[config.mk]
export PLATFORM = sky130hd
export DESIGN_NAME = uart_flow_ctrl
export DESIGN_NICKNAME = d
export VERILOG_FILES = /design/src/rtl/uart_flow_ctrl.sv
export SDC_FILE = /design/constraint.sdc
export NUM_CORES = 1
export LEC_CHECK = 0
export CORE_MARGIN = 3
export CORE_UTILIZATION = 49
export DETAILED_ROUTE_END_ITERATION = 10
export GPL_ROUTABILITY_DRIVEN = 0
export PLACE_DENSITY = 0.92
export SYNTH_ARGS = -nofsm -noshare
export SYNTH_HDL_FRONTEND = slang
export SYNTH_SLANG_ARGS = --single-unit
[constraint.sdc]
create_clock -name clk -period 5.8 [get_ports clk]
set_input_delay 1.74 -clock clk [delete_from_list [all_inputs] [get_ports clk]]
set_output_delay 1.74 -clock clk [all_outputs]
set_load 0.03 [all_outputs]
[src/rtl/uart_flow_ctrl.sv]
// Byte-port sequencer for mmu_uart_top: drains RX bytes into the host FIFO (consuming host XON/XOFF)
// and arbitrates the transmitter between local XON/XOFF and the response byte stream.
module uart_flow_ctrl #(
  parameter int         CNT_W       = 10,
  parameter int         HI_WM       = 768,
  parameter int         LO_WM       = 256,
  parameter logic [7:0] XON_CHAR    = 8'h11,
  parameter logic [7:0] XOFF_CHAR   = 8'h13,
  parameter bit         FILTER_FLOW = 1'b1
) (
  input  logic             clk,
  input  logic             rst,
  input  logic             uart_rx_full,
  input  logic [7:0]       uart_rx_data,
  input  logic             uart_tx_busy_n,
  output logic             uart_rd_n,
  output logic             uart_wr_n,
  output logic [7:0]       uart_tx_data,
  input  logic             rxf_full,
  input  logic [CNT_W-1:0] rxf_count,
  output logic             rxf_wr_en,
  output logic [7:0]       rxf_din,
  input  logic             tx_valid,
  input  logic [7:0]       tx_data,
  output logic             tx_ready,
  output logic             xoff_sent,
  output logic             remote_paused,
  output logic             overflow_err
);

  localparam logic [CNT_W-1:0] HI_LVL = CNT_W'(HI_WM);
  localparam logic [CNT_W-1:0] LO_LVL = CNT_W'(LO_WM);

  typedef enum logic [1:0] {RX_IDLE, RX_READ, RX_GAP} rx_state_t;
  typedef enum logic [1:0] {TX_IDLE, TX_WR, TX_HOLD, TX_BUSY} tx_state_t;

  rx_state_t  rx_state;
  tx_state_t  tx_state;
  logic       need_xoff;
  logic       need_xon;
  logic       rx_flow;
  logic       rx_elig;
  logic       tx_acc;
  logic       pend_vld;
  logic [7:0] pend_byte;

  function automatic logic is_flow(input logic [7:0] b);
    return FILTER_FLOW && (b == XON_CHAR || b == XOFF_CHAR);
  endfunction

  assign need_xoff = (rxf_count >= HI_LVL) & ~xoff_sent;
  assign need_xon  = (rxf_count <= LO_LVL) & xoff_sent;
  assign rx_flow   = is_flow(uart_rx_data);
  assign rx_elig   = uart_rx_full & (~rxf_full | rx_flow);
  assign tx_acc    = tx_valid & tx_ready;

  // RX path: flow chars are consumed even when the host FIFO is full
  always_ff @(posedge clk) begin
    if (rst) begin
      rx_state      <= RX_IDLE;
      uart_rd_n     <= 1'b1;
      rxf_wr_en     <= 1'b0;
      rxf_din       <= 8'h00;
      remote_paused <= 1'b0;
      overflow_err  <= 1'b0;
    end else begin
      case (rx_state)
        RX_IDLE: begin
          if (rx_elig) begin
            rx_state  <= RX_READ;
            uart_rd_n <= 1'b0;
            if (rx_flow) begin
              remote_paused <= (uart_rx_data == XOFF_CHAR);
            end else begin
              rxf_wr_en <= 1'b1;
              rxf_din   <= uart_rx_data;
            end
          end else if (uart_rx_full && xoff_sent) begin
            overflow_err <= 1'b1;
          end
        end
        RX_READ: begin
          uart_rd_n <= 1'b1;
          rxf_wr_en <= 1'b0;
          rx_state  <= RX_GAP;
        end
        RX_GAP:  rx_state <= RX_IDLE;
        default: rx_state <= RX_IDLE;
      endcase
    end
  end

  // TX path: an accepted response byte that loses to a control char waits in pend_byte
  always_ff @(posedge clk) begin
    if (rst) begin
      tx_state     <= TX_IDLE;
      uart_wr_n    <= 1'b1;
      uart_tx_data <= 8'h00;
      tx_ready     <= 1'b0;
      xoff_sent    <= 1'b0;
      pend_vld     <= 1'b0;
    end else begin
      tx_ready <= 1'b0;
      case (tx_state)
        TX_IDLE: begin
          if (uart_tx_busy_n && (need_xoff || need_xon)) begin
            uart_wr_n    <= 1'b0;
            uart_tx_data <= need_xoff ? XOFF_CHAR : XON_CHAR;
            xoff_sent    <= need_xoff;
            tx_state     <= TX_WR;
            if (tx_acc) begin
              pend_vld  <= 1'b1;
              pend_byte <= tx_data;
            end
          end else if (uart_tx_busy_n && (pend_vld || tx_acc)) begin
            uart_wr_n    <= 1'b0;
            uart_tx_data <= pend_vld ? pend_byte : tx_data;
            pend_vld     <= 1'b0;
            tx_state     <= TX_WR;
          end else begin
            tx_ready <= uart_tx_busy_n & ~remote_paused;
            if (tx_acc) begin
              pend_vld  <= 1'b1;
              pend_byte <= tx_data;
            end
          end
        end
        TX_WR: begin
          uart_wr_n <= 1'b1;
          tx_state  <= TX_HOLD;
        end
        TX_HOLD: tx_state <= TX_BUSY;
        TX_BUSY: if (uart_tx_busy_n) tx_state <= TX_IDLE;
        default: tx_state <= TX_IDLE;
      endcase
    end
  end

endmodule
---- Word level (Yosys, flattened, before mapping) ----
Index checks and enable logic that the tools add are counted.
storage, ports and cells
  memories ................................ 0
  bits in read-only memories .............. 0
  output and inout port bits .............. 23
  bits in writable memories ............... 0
  bits of input ports ..................... 32
  logic and storage cells ................. 85
  bits in latches ......................... 0
  flip-flop bits (word level) ............. 36
cells by class
  divide/modulo/power cells ............... 0
  $lt $le $gt $ge ......................... 2
  multiply operators ...................... 0
  shift-type cells ........................ 0
  eq/ne operators ......................... 11
  add/sub/neg operators ................... 0
  multiplexer cells ....................... 24
  bitwise logic cells ..................... 13
  reduce and logical (&&, ||, !) cells .... 22
operators by type and width
  kind                  number
  $mux 8                6
  $eq 8x5->1 const B    2
  $reduce_and 3->1      5
  $ge 10x10->1 const B  1
  $le 10x9->1 const B   1
  $mux 2                5
  $reduce_and 2->1      5
  $mux 1                8
  $ne 2x2->1 const B    4
  $pmux 2 s4            1
  $not 1->1             7
  $pmux 1 s2            3
  $reduce_bool 2->1     3
  $and 1x1->1           5
  $eq 2x1->1 const B    2
  $eq 2x2->1 const B    2
  $logic_not 2->1       2
  $pmux 2 s2            1
  $reduce_or 4->1       1
  $logic_and 1x1->1     3
  $logic_or 1x1->1      3
  $ne 3x3->1 const B    1
  $or 1x1->1            1

---- Longest topological paths before layout ----
  word-level depth ........................ 6
  mapped depth ............................ 6
  gate-level depth less buffers ........... 5

---- Worst setup path before layout ----
Ideal clock, no wire load.
  path type ............................... input to register
  from .................................... in rxf_count[4]
  to ...................................... reg pend_byte[0] (enable)
  library setup time ...................... 0.383 ns
  data required time ...................... 5.417 ns
  path slack .............................. 2.080 ns
  cell stages on the path ................. 4
  data arrival time ....................... 3.337 ns
  path through ............................ or4_4 > nor3_2 > nor3_1 > nor3_1
between the ends
  longest elaborated chain between the ends .. 6
  elaborated cells between the ends (all ways) .. 8
RTL lines
  element                                             RTL line  RTL
  from (decl)                                         20        input logic [CNT_W-1:0] rxf_count,
  $ge 10x10->1 / $le 10x9->1 (equally long branches)  51, 52
  $and 1x1->1, on equally long branches               51, 52
  $logic_or 1x1->1 *                                  106       if (uart_tx_busy_n && (need_xoff || need_xon)) begin
  $logic_and 1x1->1 *                                 106
  $ne 2x2->1 (no line) *                              --
  $reduce_and 3->1 (no line) *                        --
  to (signal assigned)                                113       pend_byte <= tx_data;
  to (signal assigned)                                124       pend_byte <= tx_data;
  to (decl)                                           45        logic [7:0] pend_byte;
Mark *: on every way between the ends. The rest lies on a longest branch, timed or not.
A chain may end at the register's enable or synchronous reset.

---- Worst setup path in the final report ----
  from .................................... in rxf_count[4]
  to ...................................... reg pend_byte[1] (enable)
The elaborated chain is that of the path after synthesis.

==> impl_metrics.py <==
metrics = {
    "cts": {
        "cts_sinks": 36,
        "hold_buffers": 0,
        "tritoncts": "built",
        "htreeDepth": 2,
        "cts_root_buf": "clkbuf_4",
        "cts_resized": 0,
        "cts_buffer_depth": 2,
        "cts_buffers": 5,
        "insertion_delay_ns": 0.34,
        "post-cts-setup-buffers": 0,
        "path_clk_slew_ns": 0.11,
    },
    "detailed_routing": {
        "dr.pass1.iters": 4,
        "drt_iter0_drc": 73,
        "vias_per_cell": 5.52,
        "drt-total-wl_um": 4040,
        "wl_per_cell_um": 15.8,
        "detail-route-antenna-nets": 0,
        "drt_drc_violations_left": 0,
        "vias": 1414,
    },
    "yosys": {
        "synth_edf_count": 8,
        "ys_warn_count": 0,
        "async_reset_ff_frac": 0,
        "synthMuxAreaShare": 0.140,
        "synth_cell_types": 46,
        "syn-cell-area_um2": 1690,
        "synthTopCellsByArea": "dfxtp_1, edfxtp_1, mux2i_1",
        "yosysMostFrequentCell": "dfxtp_1",
        "synth_top_cell_area_share": 0.332,
        "netlist_top_cells_count": "dfxtp_1, mux2i_1, nand2_1, nor2_1, edfxtp_1",
        "synth-adder-area-share": 0.0371,
        "yosys.area_share.simple": 0.196,
        "synth_top_area_cell": "dfxtp_1",
        "synth_top_family_by_area": "simple AND/OR/NAND/NOR gates",
        "syn_avg_cell_area_um2": 10.8,
        "ys_ff_latch": 36,
        "synth_ff_type": "dfxtp_1",
        "syn_nets": 194,
        "synth_compound_area_frac": 0.107,
        "postSynthCellCount": 157,
        "synth_xor_area_frac": 0,
        "synth_seq_area_share": 0.474,
    },
    "timing": {
        "slew_headroom": 0.335,
        "layout_setup_ws_ns": 1.78,
        "holdWs_ns": 0.463,
        "setup_violations": 0,
        "rsz0062_at_grt": "no",
        "hold_viol_final": 0,
        "max_freq_mhz": 249,
        "slew_viol_final": 0,
        "skew_ns": 0.0133,
        "tightest_slew_ns": 0.989,
        "min_period_over_period": 0.694,
        "finalSetupTns_ns": 0,
        "finalCriticalPeriod_ns": 4.02,
    },
    "worst_setup_path": {
        "crit_start": "rxf_count[4]",
        "reg2reg_depth": 4,
        "start_kind": "primary input",
        "reg2reg_from": "xoff_sent",
        "critical_path.endpoint_type": "flop",
        "critPathKind": "in -> reg",
        "crit_arrival_ns": 3.99,
        "rr_endpoint": "pend_byte[1]",
        "rrSetupSlack_ns": 3.53,
        "critical_path_required_ns": 5.77,
        "crit_fanout": 8,
    },
    "die": {
        "die-area_um2": 4180,
        "die_w_um": 64.7,
        "ios": 55,
        "dieHeight_um": 64.7,
        "core_um2": 3180,
        "start_util": 0.531,
        "rows": 20,
    },
    "global_route": {
        "grt_usage": 0.215,
        "grt-ovfl-total": 0,
        "grt_pass1_wl_um": 6910,
        "grt_start_max_net_pins": 22,
        "antenna_found_initial": 0,
        "grt_pass1_vias": 1502,
    },
    "cells_and_area": {
        "layoutNonFillerInstCount": 256,
        "drive_gt1_frac": 0.0991,
        "n_fill_cell": 238,
        "area_delta_synth_final_pct": 37.3,
        "antennaDiodeCount": 0,
        "fin_nets": 248,
    },
    "min_path": {
        "hold_depth": 2,
        "hold_class": "reg -> reg",
        "min_delay_worst_endpoint": "uart_tx_data[3]",
        "hold_start": "uart_tx_data[3]",
    },
    "status": {
        "status": "completed",
    },
    "place": {
        "place_ws_ns": 1.40,
        "dpl.cell_count": 248,
        "port_buffers": 54,
        "dp_hpwl_um": 3110,
    },
    "power": {
        "powerDensity_nw_per_um2": 295,
        "power_mw": 0.683,
        "ir_worst_vdd_uv": 261,
        "leakage_nw": 0.867,
    },
    "job": {
        "drv_cap": 0,
    },
}
[report_power, final]
part,internal (mW),total [mW],switching [mW],leakage [nW]
Combinational,0.103,0.212,0.109,0.526
Clock,0.0899,0.174,0.0842,0.0412
Sequential,0.280,0.297,0.0179,0.301
Total,0.472,0.683,0.211,0.867
[registers in the layout (all words and copies together) (netlist names)]
signal / flops
rxf_wr_en: 1
uart_wr_n: 1
xoff_sent: 1
remote_paused: 1
rxf_din: 8
uart_rd_n: 1
tx_ready: 1
pend_byte: 8
rx_state: 2
tx_state: 2
uart_tx_data: 8
pend_vld: 1
overflow_err: 1
[per-stage QoR]
step	util	instance area [um^2]
global route	0.729	2320
detailed placement	0.704	2240
global placement	0.704	2240
CTS	0.729	2320
finish	0.729	2320
floorplan	-	1690
[layout by cell type, fill, tap and decap left out, types with 3 or more instances in the layout]
cell type        netlist  routed
nand4_1                7       7
mux2i_1               18      18
clkdlybuf4s50_1        0      54
nor3_1                 5       5
nand2_1               13      13
mux2_2                 5       5
ha_1                   5       5
clkbuf_4               1       5
edfxtp_1               8       8
nor3b_1                4       4
nand2b_1               3       3
nor2_1                10      10
dfxtp_1               28      28
inv_1                  4       4
[worst max path at each step]
stage,end,slack [ns],cells past startpoint
final,pend_byte[1],1.78,5
after global routing,pend_byte[1],1.68,5
after CTS,pend_byte[1],1.77,5
after detailed placement,pend_byte[1],1.40,5
after global placement,pend_byte[5],1.52,5
after floorplan,pend_byte[0],2.08,4
[area by class of cell]
cell class	count	area [um^2]	share of cell area
Timing Repair Buffer	55	548	0.237
Clock inverter	3	42.5	0.0184
Sequential cell	36	801	0.346
Multi-Input combinational cell	107	811	0.350
Inverter	6	22.5	0.00972
Clock buffer	5	37.5	0.0162
Tap cell	44	55.1	0.0238
[routing by layer]
metal	vias to the layer above	GRT usage	routed length [um]
met2	74	0.378	2030
met1	652	0.247	1640
met4	0	0.0871	51
li1	682	-	-
met3	6	0.0572	323
met5	-	0	0
[worst max-delay path, stage by stage]
cell	delay, ns
clkdlybuf4s50_1	0.40
or4_4	0.55
nor3_2	0.34
nor3_1	0.13
nor3_1	0.83
[cell families (layout without fill, tap and decap cells)]
family | after synthesis | count (layout)
flip-flops | 36 | 36
AO/OA/AOI/OAI | 21 | 21
adder cells (fa/ha/maj) | 5 | 5
multiplexers | 23 | 23
AND/OR/NAND/NOR | 58 | 58
buffers and inverters | 14 | 69
Note: power is estimated with default switching activity, not from simulation.
